### config.mk
export PLATFORM = sky130hd
export DESIGN_NAME = fp8_align_stage
export DESIGN_NICKNAME = d
export VERILOG_FILES = /design/src/rtl/fp8_align_stage.sv
export SDC_FILE = /design/constraint.sdc
export NUM_CORES = 1
export LEC_CHECK = 0
export CAP_MARGIN = 20
export CORE_AREA = 2 2 71 73
export DETAILED_ROUTE_END_ITERATION = 8
export DIE_AREA = 0 0 73 75
export PLACE_DENSITY = 0.75
export REMOVE_ABC_BUFFERS = 1
export SKIP_CTS_REPAIR_TIMING = 1
export SLEW_MARGIN = 10
export SYNTH_ARGS = -nofsm -noshare
export SYNTH_HDL_FRONTEND = slang
export SYNTH_SLANG_ARGS = --single-unit
### constraint.sdc
create_clock -name clk -period 3.41 [get_ports clk]
set_clock_uncertainty 0.15 [all_clocks]
set_input_delay 0.5115 -clock clk [delete_from_list [all_inputs] [get_ports clk]]
set_output_delay 0.5115 -clock clk [all_outputs]
set_load 0.005 [all_outputs]
### src/rtl/fp8_align_stage.sv
// Two-stage E4M3 operand alignment: order by magnitude, then right-shift the smaller significand with sticky.
// Optional NaN flagging of 0x7F/0xFF codes is enabled by defining FP8_ALIGN_NAN_EN.
module fp8_align_stage #(
  parameter  int EXP_W = 4,
  parameter  int MAN_W = 3,
  localparam int SIG_W = MAN_W + 4
) (
  input  logic                   clk,
  input  logic                   rst,
  input  logic                   in_valid,
  output logic                   in_ready,
  input  logic [EXP_W+MAN_W:0]   in_a,
  input  logic [EXP_W+MAN_W:0]   in_b,
  output logic                   out_valid,
  input  logic                   out_ready,
  output logic [EXP_W-1:0]       out_exp,
  output logic [SIG_W-1:0]       out_big_m,
  output logic [SIG_W-1:0]       out_small_m,
  output logic                   out_sign_big,
  output logic                   out_sign_small,
  output logic                   out_eff_sub,
  output logic                   out_nan
);

  function automatic logic [EXP_W-1:0] eff_exp(input logic [EXP_W-1:0] e);
    return (e == '0) ? EXP_W'(1) : e;
  endfunction

  // Right shift with every discarded bit folded into the LSB; large shifts collapse to pure sticky.
  function automatic logic [SIG_W-1:0] align_small(input logic hid, input logic [MAN_W-1:0] man,
                                                   input logic [EXP_W-1:0] diff);
    logic [SIG_W-1:0] sig;
    logic [SIG_W-1:0] mask;
    logic [SIG_W-1:0] shifted;
    sig = {hid, man, 3'b000};
    if (int'(diff) >= SIG_W) begin
      return {{(SIG_W-1){1'b0}}, |{hid, man}};
    end
    mask    = (SIG_W'(1) << diff) - SIG_W'(1);
    shifted = sig >> diff;
    shifted[0] = shifted[0] | (|(sig & mask));
    return shifted;
  endfunction

  logic                   sign_a, sign_b;
  logic [EXP_W-1:0]       exp_a, exp_b, eff_a, eff_b;
  logic [MAN_W-1:0]       man_a, man_b;
  logic                   hid_a, hid_b, a_big;
  logic                   s2_free;

  logic                   vld_p1;
  logic [EXP_W-1:0]       exp_big_p1, diff_p1;
  logic                   hid_big_p1, hid_small_p1;
  logic [MAN_W-1:0]       man_big_p1, man_small_p1;
  logic                   sign_big_p1, sign_small_p1, eff_sub_p1;

  logic                   vld_p2;
  logic [EXP_W-1:0]       exp_p2;
  logic [SIG_W-1:0]       big_m_p2, small_m_p2;
  logic                   sign_big_p2, sign_small_p2, eff_sub_p2;

  assign sign_a = in_a[EXP_W+MAN_W];
  assign sign_b = in_b[EXP_W+MAN_W];
  assign exp_a  = in_a[EXP_W+MAN_W-1 -: EXP_W];
  assign exp_b  = in_b[EXP_W+MAN_W-1 -: EXP_W];
  assign man_a  = in_a[MAN_W-1:0];
  assign man_b  = in_b[MAN_W-1:0];
  assign hid_a  = |exp_a;
  assign hid_b  = |exp_b;
  assign eff_a  = eff_exp(exp_a);
  assign eff_b  = eff_exp(exp_b);
  // A wins ties so equal magnitudes never swap.
  assign a_big  = {eff_a, hid_a, man_a} >= {eff_b, hid_b, man_b};

  assign s2_free  = !vld_p2 || out_ready;
  assign in_ready = !vld_p1 || s2_free;

  // Stage 1: magnitude ordering and exponent difference
  always_ff @(posedge clk or posedge rst) begin
    if (rst) begin
      vld_p1        <= 1'b0;
      exp_big_p1    <= '0;
      diff_p1       <= '0;
      hid_big_p1    <= 1'b0;
      hid_small_p1  <= 1'b0;
      man_big_p1    <= '0;
      man_small_p1  <= '0;
      sign_big_p1   <= 1'b0;
      sign_small_p1 <= 1'b0;
      eff_sub_p1    <= 1'b0;
    end else begin
      if (in_ready) vld_p1 <= in_valid;
      if (in_valid && in_ready) begin
        eff_sub_p1 <= sign_a ^ sign_b;
        if (a_big) begin
          exp_big_p1    <= eff_a;
          diff_p1       <= eff_a - eff_b;
          hid_big_p1    <= hid_a;
          man_big_p1    <= man_a;
          sign_big_p1   <= sign_a;
          hid_small_p1  <= hid_b;
          man_small_p1  <= man_b;
          sign_small_p1 <= sign_b;
        end else begin
          exp_big_p1    <= eff_b;
          diff_p1       <= eff_b - eff_a;
          hid_big_p1    <= hid_b;
          man_big_p1    <= man_b;
          sign_big_p1   <= sign_b;
          hid_small_p1  <= hid_a;
          man_small_p1  <= man_a;
          sign_small_p1 <= sign_a;
        end
      end
    end
  end

  // Stage 2: significand alignment
  always_ff @(posedge clk or posedge rst) begin
    if (rst) begin
      vld_p2        <= 1'b0;
      exp_p2        <= '0;
      big_m_p2      <= '0;
      small_m_p2    <= '0;
      sign_big_p2   <= 1'b0;
      sign_small_p2 <= 1'b0;
      eff_sub_p2    <= 1'b0;
    end else begin
      if (s2_free) vld_p2 <= vld_p1;
      if (vld_p1 && s2_free) begin
        exp_p2        <= exp_big_p1;
        big_m_p2      <= {hid_big_p1, man_big_p1, 3'b000};
        small_m_p2    <= align_small(hid_small_p1, man_small_p1, diff_p1);
        sign_big_p2   <= sign_big_p1;
        sign_small_p2 <= sign_small_p1;
        eff_sub_p2    <= eff_sub_p1;
      end
    end
  end

`ifdef FP8_ALIGN_NAN_EN
  logic nan_in, nan_p1, nan_p2;
  // exp all-ones with man all-ones means every non-sign bit is set
  assign nan_in = (&in_a[EXP_W+MAN_W-1:0]) || (&in_b[EXP_W+MAN_W-1:0]);

  always_ff @(posedge clk or posedge rst) begin
    if (rst) begin
      nan_p1 <= 1'b0;
      nan_p2 <= 1'b0;
    end else begin
      if (in_valid && in_ready) nan_p1 <= nan_in;
      if (vld_p1 && s2_free)    nan_p2 <= nan_p1;
    end
  end
  assign out_nan = nan_p2;
`else
  assign out_nan = 1'b0;
`endif

  assign out_valid      = vld_p2;
  assign out_exp        = exp_p2;
  assign out_big_m      = big_m_p2;
  assign out_small_m    = small_m_p2;
  assign out_sign_big   = sign_big_p2;
  assign out_sign_small = sign_small_p2;
  assign out_eff_sub    = eff_sub_p2;

endmodule

# Word-level counts from Yosys, hierarchy flattened
# Cells that the tools add are included.
dict set report totals {
  out_inout_bits 24
  regBits 39
  ramBits 0
  mem_count 0
  rom_bits 0
  in_bits 20
  latchBits 0
  wordCells 53
}
dict set report op_classes {
  addsub 3
  n_lt_le_gt_ge 2
  n_shift 2
  mul 0
  n_mux 14
  n_eq_ne 0
  n_reduce_logical 12
  n_div 0
  bitwise_logic 3
}
# cell n
set ops {}
lappend ops {{4-bit two-way mux} 4}
lappend ops {{7-bit two-way mux} 2}
lappend ops {{4-bit OR reduction} 3}
lappend ops {{8-bit >= comparator} 1}
lappend ops {{4-bit zero test} 2}
lappend ops {{4-bit subtractor} 2}
lappend ops {{7-bit AND} 1}
lappend ops {{7-bit OR reduction} 1}
lappend ops {{1-bit by 4-bit << shifter with 7-bit output, first input constant} 1}
lappend ops {{7-bit by 4-bit >> shifter with 7-bit output} 1}
lappend ops {{7-bit by 2-bit subtractor with 7-bit output, second input constant} 1}
lappend ops {{1-bit two-way mux} 6}
lappend ops {{3-bit two-way mux} 2}
lappend ops {{4-bit by 3-bit >= comparator with 1-bit output, second input constant} 1}
lappend ops {{1-bit logical AND} 2}
lappend ops {{1-bit zero test} 2}
lappend ops {{1-bit logical OR} 2}
lappend ops {{1-bit OR} 1}
lappend ops {{1-bit XOR} 1}

# Longest topological paths before layout
dict set report logic_depth {
  depth_word 6
  depth_mapped 12
  mapped_depth_nobuf 10
}

# Worst setup path before layout
# Ideal clock, no wire load.
dict set report synth_timing {
  path_type {input to register}
  from {input in_b[4]}
  to {register diff_p1[3]}
  setup_ns 0.133
  path_slack_ns 0.321
  path_stages 11
  arrival_time_ns 2.806
  n_path_buf 2
  required_time_ns 3.127
  cell_sequence {nor4_1 nor2_1 ha_1 fa_1 a21o_1 a221oi_2 o21ai_2 buf_6 buf_12 o32ai_2 nand3_1}
}
dict set report synth_via {
  elab_chain_len 4
  elab_cells_between_ends 7
  classes_between {2 x add/sub; 1 x order compare; 2 x mux; 2 x reduce/logical}
}
# item line_no
set synth_lines {}
lappend synth_lines {{start, declared} 13} ;# input logic [EXP_W+MAN_W:0] in_b,
lappend synth_lines {{4-bit zero test} 26} ;# return (e == '0) ? EXP_W'(1) : e;
lappend synth_lines {{4-bit two-way mux} 26}
lappend synth_lines {{8-bit >= comparator (tied with other cells)} 73} ;# assign a_big = {eff_a, hid_a, man_a} >= {eff_b, hid_b, man_b};
lappend synth_lines {{4-bit two-way mux (*)} 95} ;# if (a_big) begin
lappend synth_lines {{end signal, assigned} 97} ;# diff_p1 <= eff_a - eff_b;
lappend synth_lines {{end signal, assigned} 106} ;# diff_p1 <= eff_b - eff_a;
lappend synth_lines {{end, declared} 52} ;# logic [EXP_W-1:0] exp_big_p1, diff_p1;
# Every way passes the cells marked *; elsewhere a longest branch is shown, timed or not.
# A chain may end at the register's enable or synchronous reset.

# Worst setup path after layout
dict set report layout_timing {
  from {input in_b[4]}
  to {register diff_p1[1]}
}
# Same word-level chain as after synthesis.

==> impl_metrics.py <==
metrics = {
    "floorplan": {
        "die_height_um": 75,
        "row_count": 25,
        "coreArea_um2": 4660,
        "start_util_pct": 48.3,
        "die-area_um2": 5480,
        "die-width_um": 73,
        "ios": 44,
    },
    "global_route": {
        "grt_start_max_net_pins": 25,
        "grtUsageTotal_pct": 16.7,
        "grt_pass1_vias": 1573,
        "antenna_found_initial": 0,
        "grt.overflow.total": 0,
        "grt_pass1_wl_um": 6980,
    },
    "place": {
        "place_congestion": 0.901,
        "placed_cells": 313,
        "dp_hpwl_um": 3140,
        "port_buffers": 39,
    },
    "route": {
        "drc": 0,
        "maxUsedRoutingLayer": "met4",
        "drt-vias-per-instance": 5.17,
        "ant_nets": 0,
        "num_vias": 1660,
        "dr_wl_met2_um": 2010,
        "wl_met1_um": 1970,
        "dr.pass1.iters": 4,
        "routedWlPerCell_um": 12.9,
        "first_iter_violations": 56,
        "dr_wl_met3_um": 83,
        "wl_um": 4140,
    },
    "run": {
        "drv_cap": 0,
    },
    "yosys": {
        "synth_top_cell_by_area": "dfrtp_1",
        "synth_top_family_by_area": "compound AO/OA/AOI/OAI gates",
        "yosys.area_share.adder_pct": 7.90,
        "yosys_most_used_dff": "dfrtp_1",
        "synth_most_common_cell": "dfrtp_1",
        "synthCells": 226,
        "syn_area_um2": 2250,
        "ys_seq_elements": 39,
        "synth_commonest_cells": "dfrtp_1 (39), nand2_1 (32), o21ai_0 (21)",
        "synthArstFlopShare_pct": 100,
        "yosysTopAreaCellShare_pct": 43.4,
        "avgSynthCellArea_um2": 9.95,
        "synth-compound-area-share_pct": 14.0,
        "ys_seq_area_share_pct": 43.4,
        "synth_cell_types": 40,
        "synth-xor-area-share_pct": 0.389,
        "synth-edff-count": 0,
        "yosys_warnings": 0,
        "synth_area_leaders": "dfrtp_1 (43%), mux2_2 (7.5%), mux2i_1 (6.2%), ha_1 (6.1%), nand2_1 (5.3%)",
        "synthSimpleGateAreaFrac_pct": 12.8,
        "muxShareOfSynthArea_pct": 13.7,
    },
    "sta": {
        "fin_crit_sh_pct": 92.4,
        "rsz0062_at_grt": "no",
        "layout_min_cycle_time_ns": 3.15,
        "worst-slew-pin-transition_ns": 0.682,
        "maxSlewViolCount": 0,
        "finalHoldViolations": 0,
        "fmax_ghz": 0.318,
        "finalSetupViolCount": 0,
        "maxSlewHeadroom_pct": 54.4,
    },
    "clocking": {
        "clockBufferDepth": 2,
        "numCtsBuffers": 5,
        "path_clk_slew_ns": 0.07,
        "cts_tree": "yes",
        "clock_latency_ns": 0.29,
        "clock_sinks": 39,
        "root_buffer": "clkbuf_8",
        "htreeDepth": 2,
    },
    "finish": {
        "fillers": 410,
        "antenna_cells": 0,
        "layout-drive-gt1-share_pct": 15.4,
        "area_growth_pct": 23.1,
        "nets": 299,
        "finalNonFillerCells": 321,
    },
    "power": {
        "combPwrFrac_pct": 30.9,
        "p_clk_share_pct": 22.1,
        "swShare_pct": 29.8,
        "power.internal_mw": 0.961,
        "powerDensity_nw_per_um2": 495,
        "vdd_ir_drop_max_mv": 0.223,
        "p_leak_nw": 1.26,
        "power.switching_mw": 0.408,
        "seqPwrFrac_pct": 47.0,
        "fin_total_pwr_mw": 1.37,
    },
    "hold_path": {
        "min_path_cells": 2,
        "holdCritPathClass": "reg2reg",
        "worstHoldStart": "out_small_m[5]",
        "min_to": "out_small_m[5]",
    },
    "worst_setup_path": {
        "path_max_fanout": 10,
        "worst_ep_arrival_time_ns": 3.20,
        "cp.required_ns": 3.46,
        "ff2ff_setup_slack_ns": 1.60,
        "worstReg2RegEnd": "diff_p1[3]",
        "startpoint_type": "primary input",
        "setup.worst_path.class": "in2reg",
        "worstReg2RegStart": "out_valid",
        "ff2ff_path_depth": 5,
        "endpoint_kind": "flop",
    },
    "outcome": {
        "outcome": "complete, no violations",
    },
}
[worst max-delay path by stage]
| stage | start | end | slack (ns) | depth (start not counted) |
|---|---|---|---|---|
| after floorplan | in_b[4] | diff_p1[3] | 0.13 | 9 |
| after global placement | in_b[4] | diff_p1[3] | 0.02 | 10 |
| after detailed placement | in_b[4] | hid_big_p1 | -0.05 | 11 |
| after CTS | in_b[4] | diff_p1[1] | 0.26 | 11 |
| after global routing | in_b[4] | diff_p1[1] | 0.05 | 11 |
| final | in_b[4] | diff_p1[1] | 0.26 | 11 |
[per-layer routing]
layer | track usage [%] | vias to the layer above
li1 | - | 851
met1 | 21.1 | 776
met2 | 28.3 | 26
met3 | 2.81 | 7
met4 | 7.41 | 0
met5 | 0 | -
[power groups by stage]
stage                     logic, mW  clock network [mW]  registers [mW]
after CTS                     0.430               0.311           0.644
final                         0.423               0.303           0.643
after global placement        0.421                   0           0.648
after floorplan               0.220                   0           0.641
after global routing          0.472               0.328           0.661
after detailed placement      0.428                   0           0.652
[final cells by class]
class / count / area (um2) / area share [%]
sequential: 39 / 976 / 35.2
timing repair buffer: 51 / 480 / 17.4
tap: 54 / 67.6 / 2.44
clock inverter: 2 / 12.5 / 0.452
clock buffer: 6 / 72.6 / 2.62
inverter: 12 / 45.0 / 1.63
multi-input combinational: 157 / 1110 / 40.3
[flip-flops by register name (all words and copies together) (netlist names), 3 cells and up]
name / cells
man_small_p1: 3
diff_p1: 4
out_small_m: 7
out_exp: 4
out_big_m: 4
exp_big_p1: 4
man_big_p1: 3
[critical path, stage by stage]
cell,delay (ns)
clkdlybuf4s50_1,0.42
nor4_1,0.36
nor2_1,0.11
ha_1,0.24
fa_1,0.41
a21o_1,0.20
a221oi_2,0.28
o21ai_2,0.10
buf_4,0.19
mux2_2,0.27
o21ai_1,0.11
[cells in the final DEF (no fill, tap or decap), types with 2 or more instances in the layout]
cell type,n
o21ai_1,3
nand2_1,32
nand3_1,4
inv_1,12
clkdlybuf4s50_1,39
a31oi_1,2
nor4_1,3
a22o_1,3
fa_1,2
dfrtp_1,39
o22ai_1,2
conb_1,4
nand2b_1,4
or4_1,2
mux2i_1,14
o21a_1,4
nor3_1,3
a21o_1,3
o21ai_0,21
a21oi_1,3
buf_4,12
ha_1,11
nor2b_1,3
nor2_1,7
clkbuf_8,5
mux2_2,15
[cell families after synthesis]
kind of cell / Yosys count
AND/OR/NAND/NOR: 62
multiplexers: 29
AO/OA/AOI/OAI: 48
adder cells (fa/ha/maj): 13
buffers and inverters: 33
XOR/XNOR: 1
other: 1
flip-flops: 39
[per-stage QoR]
step	setup TNS (ns)	util [%]	worst slack (ns)	hold slack (ns)	cell area [um2]
5_1_grt	0	59.4	0.0504	0.361	2770
4_1_cts	0	59.4	0.257	0.336	2770
2_1_floorplan	0	-	0.128	0.296	2140
6_report	0	59.4	0.261	0.328	2770
3_5_place_dp	-0.185	57.6	-0.0476	0.320	2680
3_3_place_gp	0	57.6	0.0207	0.311	2680
Note: power is estimated with default switching activity, not from simulation.
